$ cat src/rtl/calc_arb_pkg.sv
// Shared types and helpers for the calc_arbiter block: FSM states and the
// round-robin winner search used by the RTL and by the bench model.
package calc_arb_pkg;

    typedef enum logic [1:0] {
        IDLE = 2'd0,
        EXEC = 2'd1,
        RESP = 2'd2
    } arb_state_t;

    localparam int NREQ_DEF = 4;
    localparam int NREQ_MAX = 8;

    // First set bit strictly after 'last', wrapping mod nreq; returns 'last' when none set.
    function automatic logic [2:0] rr_pick(input logic [NREQ_MAX-1:0] valid,
                                           input logic [2:0]          last,
                                           input int                  nreq);
        logic [2:0] win;
        logic       found;
        int         idx;
        win   = last;
        found = 1'b0;
        for (int k = 1; k <= NREQ_MAX; k++) begin
            idx = (int'(last) + k) % nreq;
            if (k <= nreq && !found && valid[idx[2:0]]) begin
                win   = idx[2:0];
                found = 1'b1;
            end
        end
        return win;
    endfunction

endpackage

$ cat src/rtl/calc_arbiter_calc.sv
// Shared CALC datapath: registers I0-I1 (or I0+I1 when SUM is defined) every
// cycle, resetting O to 'init' through its own asynchronous reset.
module calc #(
    parameter int wd   = 8,
    parameter int init = 0
) (
    input  logic          clk,
    input  logic          reset,
    input  logic [wd-1:0] I0,
    input  logic [wd-1:0] I1,
    output logic [wd-1:0] O
);

    always_ff @(posedge clk or negedge reset) begin
        if (!reset) begin
            O <= wd'(init);
        end else begin
`ifdef SUM
            O <= I0 + I1;
`else
            O <= I0 - I1;
`endif
        end
    end

endmodule

$ cat src/rtl/calc_arbiter.sv
// Round-robin arbiter sharing one CALC between NREQ requesters; one request
// in flight at a time via an IDLE -> EXEC -> RESP sequence.
module calc_arbiter
    import calc_arb_pkg::*;
#(
    parameter int NREQ = NREQ_DEF,
    parameter int wd   = 8
) (
    input  logic                     clk,
    input  logic                     reset,
    input  logic [NREQ-1:0]          req_valid,
    input  logic [NREQ*wd-1:0]       req_a,
    input  logic [NREQ*wd-1:0]       req_b,
    output logic [NREQ-1:0]          req_ready,
    output logic                     rsp_valid,
    output logic [$clog2(NREQ)-1:0]  rsp_id,
    output logic [wd-1:0]            rsp_data,
    input  logic                     rsp_ready,
    output logic                     busy
);

    localparam int IDW = $clog2(NREQ);

    arb_state_t     r_state;
    arb_state_t     w_next;
    logic [IDW-1:0] r_last;
    logic [IDW-1:0] r_rsp_id;
    logic [wd-1:0]  r_op_a;
    logic [wd-1:0]  r_op_b;
    logic [wd-1:0]  w_calc_o;
    logic [IDW-1:0] w_win;
    logic           w_grant;
    logic [wd-1:0]  w_a [NREQ];
    logic [wd-1:0]  w_b [NREQ];

    for (genvar g = 0; g < NREQ; g++) begin : g_unpack
        assign w_a[g] = req_a[g*wd +: wd];
        assign w_b[g] = req_b[g*wd +: wd];
    end

    assign w_win   = IDW'(rr_pick(NREQ_MAX'(req_valid), 3'(r_last), NREQ));
    assign w_grant = (r_state == IDLE) && (|req_valid);

    always_comb begin
        w_next = r_state;
        case (r_state)
            IDLE:    if (|req_valid)             w_next = EXEC;
            EXEC:                                w_next = RESP;
            RESP:    if (rsp_valid && rsp_ready) w_next = IDLE;
            default:                             w_next = IDLE;
        endcase
    end

    // Operands only load on a grant, so they stay frozen through EXEC and RESP.
    always_ff @(posedge clk or negedge reset) begin
        if (!reset) begin
            r_state  <= IDLE;
            r_last   <= IDW'(NREQ - 1);
            r_rsp_id <= '0;
            r_op_a   <= '0;
            r_op_b   <= '0;
        end else begin
            r_state <= w_next;
            if (w_grant) begin
                r_op_a   <= w_a[w_win];
                r_op_b   <= w_b[w_win];
                r_last   <= w_win;
                r_rsp_id <= w_win;
            end
        end
    end

    // Acceptance is visible in the IDLE cycle that ends in the grant edge; held off during reset.
    always_comb begin
        req_ready = '0;
        if (w_grant && reset) req_ready[w_win] = 1'b1;
    end

    calc #(
        .wd   (wd),
        .init (0)
    ) u_calc (
        .clk   (clk),
        .reset (reset),
        .I0    (r_op_a),
        .I1    (r_op_b),
        .O     (w_calc_o)
    );

    assign rsp_valid = (r_state == RESP);
    assign rsp_id    = r_rsp_id;
    assign rsp_data  = w_calc_o;
    assign busy      = (r_state != IDLE);

endmodule
$ cat config.mk
export PLATFORM = sky130hd
export DESIGN_NAME = calc_arbiter
export DESIGN_NICKNAME = d
export VERILOG_FILES = /design/src/rtl/calc_arb_pkg.sv /design/src/rtl/calc_arbiter_calc.sv /design/src/rtl/calc_arbiter.sv
export SDC_FILE = /design/constraint.sdc
export NUM_CORES = 1
export LEC_CHECK = 0
export ABC_AREA = 1
export CAP_MARGIN = 20
export CORE_MARGIN = 3
export CORE_UTILIZATION = 49
export DETAILED_ROUTE_END_ITERATION = 8
export MAX_ROUTING_LAYER = met4
export PLACE_DENSITY = 0.95
export REMOVE_ABC_BUFFERS = 1
export SYNTH_ARGS = -nofsm -noshare
export SYNTH_HDL_FRONTEND = slang
export SYNTH_SLANG_ARGS = --single-unit
$ cat constraint.sdc
create_clock -name clk -period 3.4 [get_ports clk]
set_input_delay 0.68 -clock clk [delete_from_list [all_inputs] [get_ports clk]]
set_output_delay 0.68 -clock clk [all_outputs]
set_load 0.01 [all_outputs]
==> results of run 1 <==
## cell type report
cell class	instances	area [sq um]	share of cell area (%)
Inverter	52	204	5.96
Multi-Input combinational cell	258	1350	39.4
Timing Repair Buffer	96	946	27.7
Clock buffer	8	90.1	2.63
Sequential cell	30	753	22.0
Tap cell	65	81.3	2.38
## what timing repair did
item                                   CTS  global route
resized for setup                        0             4
endpoints found under the hold margin    0             0
setup endpoints to repair                0             4
## layout by cell type (no fill, tap or decap), types with 2 or more instances in the layout
cell type        count
nand2_2             17
o21ai_0              4
dfstp_2              2
inv_2                2
dlymetal6s2s_1       4
dfrtp_1             28
xor2_1               4
clkbuf_1             2
nand3_2             11
ha_1                 7
nor2_1              11
nand3_1             59
nand2_1            120
nor3_1               4
nand2_4              7
clkdlybuf4s50_1     82
inv_1               47
buf_4               10
clkbuf_8             6
a21oi_1              6
xnor2_1              3
## cell families after synthesis
kind of cell	count (synthesis)
and+or+nand+nor	231
buffers and inverters	64
DFF	30
AOI/OAI and AO/OA	12
adders and majority gates	8
xor gates and xnor gates	7
## routing by layer
| metal | wire length (um) | GRT usage (%) |
|---|---|---|
| met4 | 276 | 13.4 |
| met1 | 2700 | 28.9 |
| met3 | 363 | 3.43 |
| met5 | 0 | - |
| met2 | 3230 | 41.1 |
## report_power, final
group | switching [uW] | total (uW) | leakage [uW] | internal (uW)
clock | 128 | 292 | 0.0000455 | 165
combinational | 1760 | 2870 | 0.00144 | 1110
sequential | 122 | 696 | 0.000359 | 574
total | 2010 | 3860 | 0.00185 | 1850
## worst max path at each step
stage | end | slack [ps] | cells after the start
6_report | req_ready[2] | 430 | 12
5_1_grt | req_ready[2] | 310 | 12
4_1_cts | req_ready[3] | 70 | 12
3_5_place_dp | req_ready[3] | 70 | 12
3_3_place_gp | req_ready[3] | 180 | 12
2_1_floorplan | req_ready[0] | 700 | 4
## through the flow
stage	area, sq um	utilization [%]	hold slack (ps)	total power, uW	setup WS [ps]
6_report	3420	75.4	486	3860	433
5_1_grt	3420	75.4	512	4290	310
4_1_cts	3410	75.2	486	3870	66.0
3_5_place_dp	3320	73.2	466	3550	66.7
3_3_place_gp	3320	73.2	464	3420	180
2_1_floorplan	2300	-	384	2610	698
## state kept, by name, indices dropped and copies added, names as in the netlist
| register | count |
|---|---|
| r_last | 2 |
| r_op_a | 8 |
| r_op_b | 8 |
| r_state | 2 |
| rsp_id | 2 |
| u_calc.O | 8 |
## critical path, delay by kind of cell
family / cells / cell delay [ps]
buffers and inverters: 4 / 840
AND/OR/NAND/NOR: 8 / 750
==> summary.txt, run 1 <==
Synth
  – Seq/Total Area, Yosys: 31.4%
  – Synth Register Bits: 30
  – Complex-gate fraction of the synthesized area: 2.60%
  – Share of the synthesized area in the top cell type: between 20 and 30%
  – Synth top cells by count: nand2_1, nand3_1, inv_1, dfrtp_1, nand2_2
  – Synth area leaders: dfrtp_1, nand2_1, nand3_1, inv_1, nand3_2
  – Xor and xnor area share after synthesis: about 2.6%
  – Leading cell type by number of instances after synthesis: nand2_1
  – Library cells used by synthesis: 29
  – Post-synth EDFFs: 0
  – Mean Syn Cell Area: between 6 and 7 sq um
  – Cell taking the most area after synthesis: dfrtp_1
  – Post-synthesis cell area: 0.00240 sq mm
  – Mux share of post-synthesis cell area: 0%
  – Post-Synth Simple-Gate Area: roughly 46%
  – Dominant synthesized flop cell: dfrtp_1
  – YS warnings: 0
  – Syn Inst Count: between 300 and 400
  – Asr flop ratio synth: 100%
  – Largest family of logic cells by synthesized area: simple AND/OR/NAND/NOR gates
  – Post-Synth Adder-Cell Area: between 4 and 5%

Clock tree
  – Clock Latency Late Sink: ~280 ps
  – Clk buf depth: 2
  – Cts hold-fix bufs: 0
  – Clock H-tree levels: 2
  – CTS tree: built
  – Root Driver: clkbuf_8
  – Clk slew on worst S/H paths: 60 ps
  – Num Clock Sinks: 30
  – Postcts setup bufs: 0
  – Num CTS Buffers: 5

Setup path
  – Crit Path Class: in2out
  – Top cell by count, worst path: nand2_1
  – Worst endpoint data arrival time: 2290 ps
  – Slowest-stage cell, CP: clkdlybuf4s50_1
  – Crit start category: input port
  – Worst R2R Setup Slack: around 1200 ps
  – Worst EP required: 2720 ps
  – Critical path cell sequence: clkdlybuf4s50_1 > nand2_1 > nand2_1 > nand2_2 > nand2_4 > clkinv_2 > nand3_2 > inv_2 > nand2_1 > nand2_2 > nor3_1 > dlymetal6s2s_1
  – CP Launch Point: req_valid[2]
  – Crit Reg-Reg Startpoint: r_last[0]$_DFFE_PN1N_
  – CP max stage delay: about 500 ps
  – Crit path max fanout: 4
  – End of the worst register-to-register path: r_op_b[4]$_DFFE_PN0N_
  – Setup crit end kind: output port
  – Worst reg2reg path depth: 12

STA
  – Final setup fails: 0
  – Tmin final: between 2000 and 3000 ps
  – Fin Setup TNS: 0 ps
  – Final Cycle Share: between 80 and 90%
  – Final Hold Fails: 0
  – Slew margin rel.: between 60 and 70%
  – Fmax: roughly 340 MHz
  – RSZ-0062 raised after global routing: false
  – Post-Route Skew: slightly below 5 ps
  – Worst slew pin tran: approximately 470 ps
  – Final slew viol count: 0

Die
  – Die Wd: ~76 um
  – Initial Util: between 50% and 60%
  – Core area: between 0.004 and 0.005 sq mm
  – Die Area: between 0.005 and 0.006 sq mm
  – DIE HEIGHT: roughly 76 um
  – I/O pin count: 87
  – Row cnt: 24

Route
  – DR DRC count: 0
  – WL final: approximately 6600 um
  – Via Count: 2560
  – Final ANT Viol Nets: 0
  – Wirelength per Cell: 12.9 um
  – TritonRoute pass-1 iters: 5
  – Initial DRC count: approximately 160
  – Vias/cell: between 5 and 6

Global routing
  – Aggregate global routing overflow: 0
  – Initial antenna violation count: 0
  – First-pass GRT wire length: 11400 um
  – Gr usage total: between 20 and 25%
  – Largest net degree at the start of global routing: 31
  – Number of global-route vias before repair: 2569

Power and ir drop
  – Pwr/cell area: between 1000 and 1500 mW/mm^2
  – Leak: between 0.0015 and 0.002 uW
  – Peak VDD IR: between 0.0007 and 0.0008 V

Cells and area
  – Antenna diodes: 0
  – Filler cells: 317
  – Layout net count: 522
  – Area Overhead vs Synth: 42.4%
  – Layout cells sized above 1: between 10% and 20%
  – Finished Layout Cells: between 500 and 600

Hold path
  – Min-Delay Path Class: reg2reg
  – Worst hold stages: 2
  – Hold path startpoint: rsp_id[0]$_DFFE_PN0N_
  – Hold Path End: rsp_id[0]$_DFFE_PN0N_

Flow run
  – Max cap viols: 0

Status
  – Status: complete, no violations

Place
  – DP Wirelength: slightly above 5000 um
  – Dpl cells: roughly 500
  – Final Wtd Congestion: ~0.83
  – I/O Buffers: between 80 and 90
Power figures use the tool's default switching activity.
==> inputs of run 2 (changes only) <==
--- a/config.mk
+++ b/config.mk
@@ -6,7 +6,6 @@
 export NUM_CORES = 1
 export LEC_CHECK = 0
 export ABC_AREA = 1
-export CAP_MARGIN = 20
 export CORE_MARGIN = 3
 export CORE_UTILIZATION = 49
 export DETAILED_ROUTE_END_ITERATION = 8
==> results of run 2 <==
The final DEF is identical to that of run 1; final timing and power are the same.
==> inputs of run 3 (changes only) <==
--- a/config.mk
+++ b/config.mk
@@ -7,10 +7,10 @@
 export LEC_CHECK = 0
 export ABC_AREA = 1
 export CORE_MARGIN = 3
-export CORE_UTILIZATION = 49
+export CORE_UTILIZATION = 40
 export DETAILED_ROUTE_END_ITERATION = 8
 export MAX_ROUTING_LAYER = met4
-export PLACE_DENSITY = 0.95
+export PLACE_DENSITY = 0.84
 export REMOVE_ABC_BUFFERS = 1
 export SYNTH_ARGS = -nofsm -noshare
 export SYNTH_HDL_FRONTEND = slang
==> run 3 against run 2 <==
  * Count of clock-buffer cells in the layout is the same
  * Clock skew is 4.4 ps higher
  * Setup slack better by 13 ps
  * Final cell count increased by 1.4%
  * Critical endpoint unchanged
==> summary.txt, run 3 (synthesized netlist as in run 1, its figures left out) <==
Status
  – Status: complete, no violations

Cells and area
  – Antenna diodes: 0 (unchanged)
  – Layout net count: 522 (unchanged)
  – Commonest non-fill, non-tap cells in the layout: nand2_1, clkdlybuf4s50_1, nand3_1
  – Most common library cell in the layout ignoring fill and taps: nand2_1
  – Layout cells sized above 1: 12.8% (unchanged)
  – Area Overhead vs Synth: 42.8%
  – Biggest regs: r_op_a x8, r_op_b x8, u_calc.O x8
  – Finished Layout Cells: 516 (+1.4%)
  – Design area: 0.00343 sq mm (+0.26%)

Route
  – TritonRoute pass-1 iters: 5 (unchanged)
  – DR DRC count: 0 (unchanged)
  – Initial DRC count: 209 (+27%)
  – Wirelength per Cell: 12.2 um (-5.2%)
  – WL final: 6320 um (-3.9%)
  – Via Count: 2449 (-4.3%)
  – Vias/cell: 4.75 (-5.6%)
  – Final ANT Viol Nets: 0 (unchanged)

Flow run
  – Max cap viols: 0 (unchanged)

Clock tree
  – Root Driver: clkbuf_8
  – Num Clock Sinks: 30 (unchanged)
  – Cts hold-fix bufs: 0 (unchanged)
  – Clk buf depth: 2 (unchanged)
  – Clk slew on worst S/H paths: 60 ps (about the same)
  – Clock H-tree levels: 2 (unchanged)
  – CTS tree: built
  – Num CTS Buffers: 5 (unchanged)
  – Clock Latency Late Sink: 280 ps (about the same)

Setup path
  – Crit start category: input port
  – Crit path max fanout: 4 (unchanged)
  – Setup crit end kind: output port
  – Worst endpoint data arrival time: 2270 ps (-20 ps)
  – Worst EP required: 2720 ps (about the same)
  – Crit Path Class: in2out

Place
  – Dpl cells: 508 (+1.4%)
  – Final Wtd Congestion: 0.868 (+4.1%)
  – DP Wirelength: 5220 um (+1.8%)
  – I/O Buffers: 86 (unchanged)
  – Placed instance area: 0.00333 sq mm (+0.26%)
  – Worst slack, placed: 67.0 ps (+0.204 ps)

Global routing
  – First-pass GRT wire length: 11000 um (-3.3%)
  – Gr usage total: 19.6% (-5.1 points)
  – Met1 usage: 26.1% (-2.8 points)
  – Met3 Usage GRT: 2.37% (-1.1 points)
  – Busiest grt layer: met2
  – Aggregate global routing overflow: 0 (unchanged)
  – Initial antenna violation count: 0 (unchanged)
  – Number of global-route vias before repair: 2405 (-6.4%)
  – GRT met2 Usage: 31.0% (-10 points)
  – Largest net degree at the start of global routing: 31 (unchanged)

Die
  – Core area: 0.00564 sq mm (+24%)
  – Initial Util: 42.6% (-10 points)
  – Die Wd: 83.5 um (+9.8%)
  – DIE HEIGHT: 83.5 um (+9.8%)
  – Row cnt: 27 (+13%)
  – I/O pin count: 87 (unchanged)
  – Die Area: 0.00697 sq mm (+21%)

STA
  – Final slew viol count: 0 (unchanged)
  – Final Hold Fails: 0 (unchanged)
  – Slew margin rel.: 69.5% (+1.3 points)
  – Fmax: 338 MHz (+0.43%)
  – Final Cycle Share: 86.9% (-0.38 points)
  – PnR worst setup slack: 446 ps (+12.8 ps)
  – Fin Setup TNS: 0 ps (unchanged)
  – Fin Hold WS: 481 ps (-5.34 ps)
  – Worst slew pin tran: 454 ps (-20.8 ps)
  – Tmin final: 2950 ps (-12.8 ps)
  – RSZ-0062 raised after global routing: false
  – Final setup fails: 0 (unchanged)
  – Post-Route Skew: 9.23 ps (+4.37 ps)

Hold path
  – Min-Delay Path Class: reg2reg

Power and ir drop
  – Pwr/cell area: 1110 mW/mm^2 (-1.7%)
  – Peak VDD IR: 0.000531 V (-24%)
  – Leak: 0.00185 uW (unchanged)
==> run 3: path summary, 6_finish.rpt <==
path / slack (ps) / to / startpoint / cells past startpoint
worst min-delay path: 480 / r_op_b[3]$_DFFE_PN0N_ / r_op_b[3]$_DFFE_PN0N_ / 2
max in group asynchronous: 2280 / r_last[1]$_DFFE_PN1N_ / reset / 2
worst min register to register: 480 / r_op_b[3]$_DFFE_PN0N_ / r_op_b[3]$_DFFE_PN0N_ / 2
worst max register to register: 1270 / r_op_b[5]$_DFFE_PN0N_ / r_last[0]$_DFFE_PN1N_ / 12
min in group asynchronous: 810 / r_op_b[6]$_DFFE_PN0N_ / reset / 2
worst max-delay path: 450 / req_ready[2] / req_valid[0] / 12
==> run 3: stage by stage <==
stage | total power, uW | utilization (%)
global placement | 3460 | 59.0
floorplan | 2610 | -
CTS | 3830 | 60.6
detailed placement | 3530 | 59.0
finish | 3800 | 60.8
global route | 4240 | 60.8
==> run 3: area by class of cell <==
cell class,count,area (sq um)
sequential,30,753
timing repair buffer,96,946
fill,522,2210
tap,72,90.1
multi-input combinational,258,1350
inverter,52,204
clock buffer,8,90.1
==> run 3: what timing repair did <==
| item | in CTS | in global routing |
|---|---|---|
| endpoints found under the hold margin | 0 | 0 |
| endpoints found under the setup margin | 0 | 4 |
| gates resized for setup | 0 | 4 |
| buffers inserted | 0 | 0 |
==> run 3: layer usage <==
layer,up-vias,wire length (um)
met4,0,96
met3,7,296
met1,1100,2860
li1,1277,-
met2,65,3060
met5,-,0
==> run 3: worst max-delay path: stages <==
cell,delay (ps)
clkdlybuf4s50_1,510
nand2_1,90
nand2_1,120
nand2_2,70
nand2_4,80
clkinv_2,100
nand3_2,100
inv_2,40
nand2_1,60
nand2_2,70
nor3_1,150
dlymetal6s2s_1,200
==> run 3: power breakdown <==
part	internal, uW	switching [uW]
clock	165	124
sequential	574	123
combinational	1110	1700
total	1850	1950
